### src/rtl/l1_mmu_arbiter.sv
// Arbitrates the single l1mmu request port between L1I refills and L1D refill/writeback.
// Optional performance counters are compiled in when ARB_PERF_CNT_EN is defined.
module l1_mmu_arbiter #(
  parameter int ADDR_W       = 32,
  parameter int LINE_W       = 256,
  parameter int STARVE_LIMIT = 4
) (
  input  logic              sys_clk,
  input  logic              rst,
  input  logic              i_read,
  input  logic [ADDR_W-1:0] i_addr,
  output logic              i_done,
  output logic [LINE_W-1:0] i_read_data,
  input  logic              d_read,
  input  logic              d_write,
  input  logic [ADDR_W-1:0] d_addr,
  input  logic [LINE_W-1:0] d_write_data,
  output logic              d_done,
  output logic [LINE_W-1:0] d_read_data,
  output logic              mmu_read,
  output logic              mmu_write,
  output logic [ADDR_W-1:0] mmu_addr,
  output logic [LINE_W-1:0] mmu_write_data,
  input  logic              mmu_done,
  input  logic [LINE_W-1:0] mmu_read_data
`ifdef ARB_PERF_CNT_EN
  ,
  output logic [31:0]       perf_i_grants,
  output logic [31:0]       perf_d_grants,
  output logic [31:0]       perf_i_wait
`endif
);

  localparam int CNT_W = $clog2(STARVE_LIMIT + 1);
  localparam logic [CNT_W-1:0] LIMIT = CNT_W'(STARVE_LIMIT);

  typedef enum logic [1:0] {
    IDLE,
    BUSY_I,
    BUSY_D,
    RELEASE
  } state_t;

  state_t           state;
  logic [CNT_W-1:0] starve_cnt;
  logic             d_req;
  logic             grant_i;
  logic             grant_d;

  // D normally wins a tie; once I has been passed over LIMIT times it is forced.
  assign d_req   = d_read | d_write;
  assign grant_i = (state == IDLE) && i_read && (!d_req || (starve_cnt == LIMIT));
  assign grant_d = (state == IDLE) && d_req && !grant_i;

  assign i_done      = (state == BUSY_I) && mmu_done && !rst;
  assign d_done      = (state == BUSY_D) && mmu_done && !rst;
  assign i_read_data = mmu_read_data;
  assign d_read_data = mmu_read_data;

  always_ff @(posedge sys_clk) begin
    if (rst) begin
      state          <= IDLE;
      starve_cnt     <= '0;
      mmu_read       <= 1'b0;
      mmu_write      <= 1'b0;
      mmu_addr       <= '0;
      mmu_write_data <= '0;
    end else begin
      case (state)
        IDLE: begin
          if (grant_i) begin
            state          <= BUSY_I;
            starve_cnt     <= '0;
            mmu_read       <= 1'b1;
            mmu_write      <= 1'b0;
            mmu_addr       <= i_addr;
            mmu_write_data <= '0;
          end else if (grant_d) begin
            // A simultaneous read+write is treated as a writeback.
            state          <= BUSY_D;
            mmu_read       <= !d_write;
            mmu_write      <= d_write;
            mmu_addr       <= d_addr;
            mmu_write_data <= d_write_data;
            if (i_read && (starve_cnt != LIMIT))
              starve_cnt <= starve_cnt + 1'b1;
          end
        end
        BUSY_I, BUSY_D: begin
          if (mmu_done) begin
            state     <= RELEASE;
            mmu_read  <= 1'b0;
            mmu_write <= 1'b0;
          end
        end
        RELEASE: state <= IDLE;
        default: state <= IDLE;
      endcase
    end
  end

`ifdef ARB_PERF_CNT_EN
  always_ff @(posedge sys_clk) begin
    if (rst) begin
      perf_i_grants <= '0;
      perf_d_grants <= '0;
      perf_i_wait   <= '0;
    end else begin
      if (grant_i)
        perf_i_grants <= perf_i_grants + 32'd1;
      if (grant_d)
        perf_d_grants <= perf_d_grants + 32'd1;
      if (i_read && (state != BUSY_I))
        perf_i_wait <= perf_i_wait + 32'd1;
    end
  end
`endif

endmodule

### config.mk
export PLATFORM = sky130hd
export DESIGN_NAME = l1_mmu_arbiter
export DESIGN_NICKNAME = d
export VERILOG_FILES = /design/src/rtl/l1_mmu_arbiter.sv
export SDC_FILE = /design/constraint.sdc
export NUM_CORES = 1
export LEC_CHECK = 0
export ABC_AREA = 1
export CORE_AREA = 5 5 535 537
export DETAILED_ROUTE_END_ITERATION = 12
export DIE_AREA = 0 0 540 542
export GPL_TIMING_DRIVEN = 0
export SYNTH_ARGS = -nofsm -noshare
export SYNTH_HDL_FRONTEND = slang
export SYNTH_SLANG_ARGS = --single-unit
export TNS_END_PERCENT = 1
### constraint.sdc
create_clock -name sys_clk -period 2.1 [get_ports sys_clk]
set_input_delay 0.42 -clock sys_clk [delete_from_list [all_inputs] [get_ports sys_clk]]
set_output_delay 0.42 -clock sys_clk [all_outputs]
set_load 0.02 [all_outputs]
==> run metrics <==
status complete, no violations; later-pin clock latency in the skew report 630 ps; PwrDens 962.4 nW/um^2; worst hold slack 363.6 ps; initial antenna violation count 83; total number of vias 18790; initial cell density of the core 5.401%; top cells by area, synth dfxtp_1 39%, buf_4 26%, a21oi_1 9.7%; Worst-path clk slew 70 ps; Root Buffer clkbuf_16; Clock Sinks 295; Slew @ Worst Pin 1243 ps; first-pass GRT wire length 236.6 mm; Final min period 2066 ps; largest family of logic cells by synthesized area buffers and inverters; Synth top area share 38.91%; Synth area leader dfxtp_1; hold path startpoint d_write_data[86]; FMAX 484.1 MHz; Synth Net Count 2554; Post-Synthesis Cells 1966; Max-slew headroom 17.12%; vias in the first global route 18030; Final Power 0.03153 W; CP endpoint kind flip-flop; CTS tree done; RR Endpoint mmu_addr[3]; routability congestion estimate 1.007; post-DR vias/cell 2.706; Die Y 542 um; CTS HTree Levels 2; Synth Area in Adders 0.4946%; Worst Setup SP starve_cnt[0]; compound-gate portion of the synthesized area 10.81%; R2R setup slack 30 ps; row count 195; Syn-to-layout area delta 115.8%; # DRC 0; Final Hold Fails 0; Distinct cells, synth 22; core area 281100 sq um; DRT Wirelength 199.9 mm; R2R depth 9; crit path max fanout 10; peak supply drop 0.5725 mV; most frequent cells in the layout 922 x clkdlybuf4s50_1, 523 x buf_4, 340 x nand2_1, 294 x dfxtp_1, 292 x a21oi_1; Worst Path Required 2550 ps; largest net degree at the start of global routing 14; synthesized area per cell 7.721 sq um; most common cell after layout, fill and taps aside clkdlybuf4s50_1; IO Pins 1386; mapped cell area 15180 sq um; share of layout cells above drive strength 1 23.74%; HP Class input pin to flip-flop; fin nets 3731; total grt overflow 0; Yosys Warn Count 0; nature of the critical path startpoint flip-flop; RSZ-0062 raised after global routing true; Synth Area in XOR/XNOR 0.05770%; max-cap violation count 0; All-Layer GR Usage 12.95%; WS Path Type flip-flop to flip-flop; DR pass1 iterations 7; clk_skew 25.85 ps; Finish-stage setup viols 0; final worst slack 34.40 ps; crit path DAT 2520 ps; Yosys reg bits 295; Routed WL per cell 28.78 um; DPL Wire Length 183.1 mm; RR Startpoint starve_cnt[0]; Port Buffers 1128; die width 540 um; Die Area 292700 sq um; Lkg Pwr 12.65 nW; TritonCTS Buffers 39; sequential area share after synthesis 38.91%; pre-CTS setup slack -1384 ps; mux contribution to synthesized area 0%; worst setup path endpoint mmu_addr[3]; fin crit share 98.36%; setup tns final 0 ps; Synth Area in Simple Gates 19.11%; max-slew violations 0; Antenna Violating Nets Remaining 0; Initial DRC Count 1254; worst-case clock buffer depth 3
## where the power goes
group	total (W)	internal [W]	switching [W]
registers	0.00778	0.00697	0.000808
logic	0.0162	0.00556	0.0106
clock network	0.00753	0.00442	0.00311
## stage by stage
stage,cells,utilization (%),instance area (sq um)
floorplan,1966,-,15180
global placement,6837,11.08,31150
detailed placement,6837,11.08,31150
CTS,6915,11.62,32650
global route,6929,11.64,32720
finish,6943,11.66,32760
## cell type report
class / instances / area (sq um)
inverters: 44 / 167.7
multi-input cells: 982 / 4747
repair buffers: 1136 / 11200
plain buffers: 645 / 4599
clock buffers: 52 / 1127
flip-flops and latches: 295 / 5907
diodes: 28 / 70.07
well taps: 3743 / 4683
clock inverters: 18 / 254.0
fillers: 32560 / 248300
## synthesized netlist by cell type
master    count
a21oi_1     293
buf_1         2
buf_2        74
buf_4       517
buf_6         4
clkbuf_1     48
dfxtp_1     295
ha_1          6
inv_1        43
inv_2         1
nand2_1     343
nand2_2       1
nand3_1     260
nand3b_1     32
nand4_1       1
nor2_1        8
nor2_4        2
o21ai_0      10
o21ai_1      23
o21ai_2       1
or2_2         1
xor2_1        1
## timing repair
action	CTS	global route
pin swaps	3	0
gates resized for setup	349	48
hold buffers	0	0
setup buffers	8	0
setup endpoints to repair	499	167
## state kept, by name, indices dropped and copies added, names as in the netlist
name            cells
mmu_write           1
mmu_write_data    256
starve_cnt          3
mmu_read            1
mmu_addr           32
state               2
## layer usage
layer | track usage [%] | vias to the layer above | wire (um)
met1 | 14.88 | 8773 | 77740
li1 | - | 8300 | -
met5 | 0 | - | 279
met4 | 3.871 | 40 | 5732
met3 | 7.871 | 246 | 29430
met2 | 19.99 | 1431 | 86670
## worst max-delay path, stage by stage (launching register included)
cell and delay (ps):
dfxtp_1 330, inv_1 80, ha_1 140, nand2_1 90, o21ai_4 110, buf_12 170, clkbuf_1 470, nand3b_1 320
nand2_1 140, a21oi_1 60
## cells by family (layout without fill, tap and decap cells)
| family | count (synthesis) | in the layout |
|---|---|---|
| buffers and inverters | 689 | 1895 |
| and+or+nand+nor | 648 | 648 |
| AOI/OAI and AO/OA | 327 | 327 |
| DFF | 295 | 295 |
| adders and majority gates | 6 | 6 |
| xor gates and xnor gates | 1 | 1 |
| other | 0 | 28 |
## worst min path at each step
stage                           to  slack (ps)  depth (start not counted)
2_1_floorplan        starve_cnt[1]         460                          2
3_3_place_gp   mmu_write_data[236]         450                          2
3_5_place_dp   mmu_write_data[236]         460                          2
4_1_cts         mmu_write_data[86]         270                          3
5_1_grt         mmu_write_data[86]         310                          3
6_report        mmu_write_data[86]         360                          3
No activity file was read; power rests on OpenSTA's default activity.
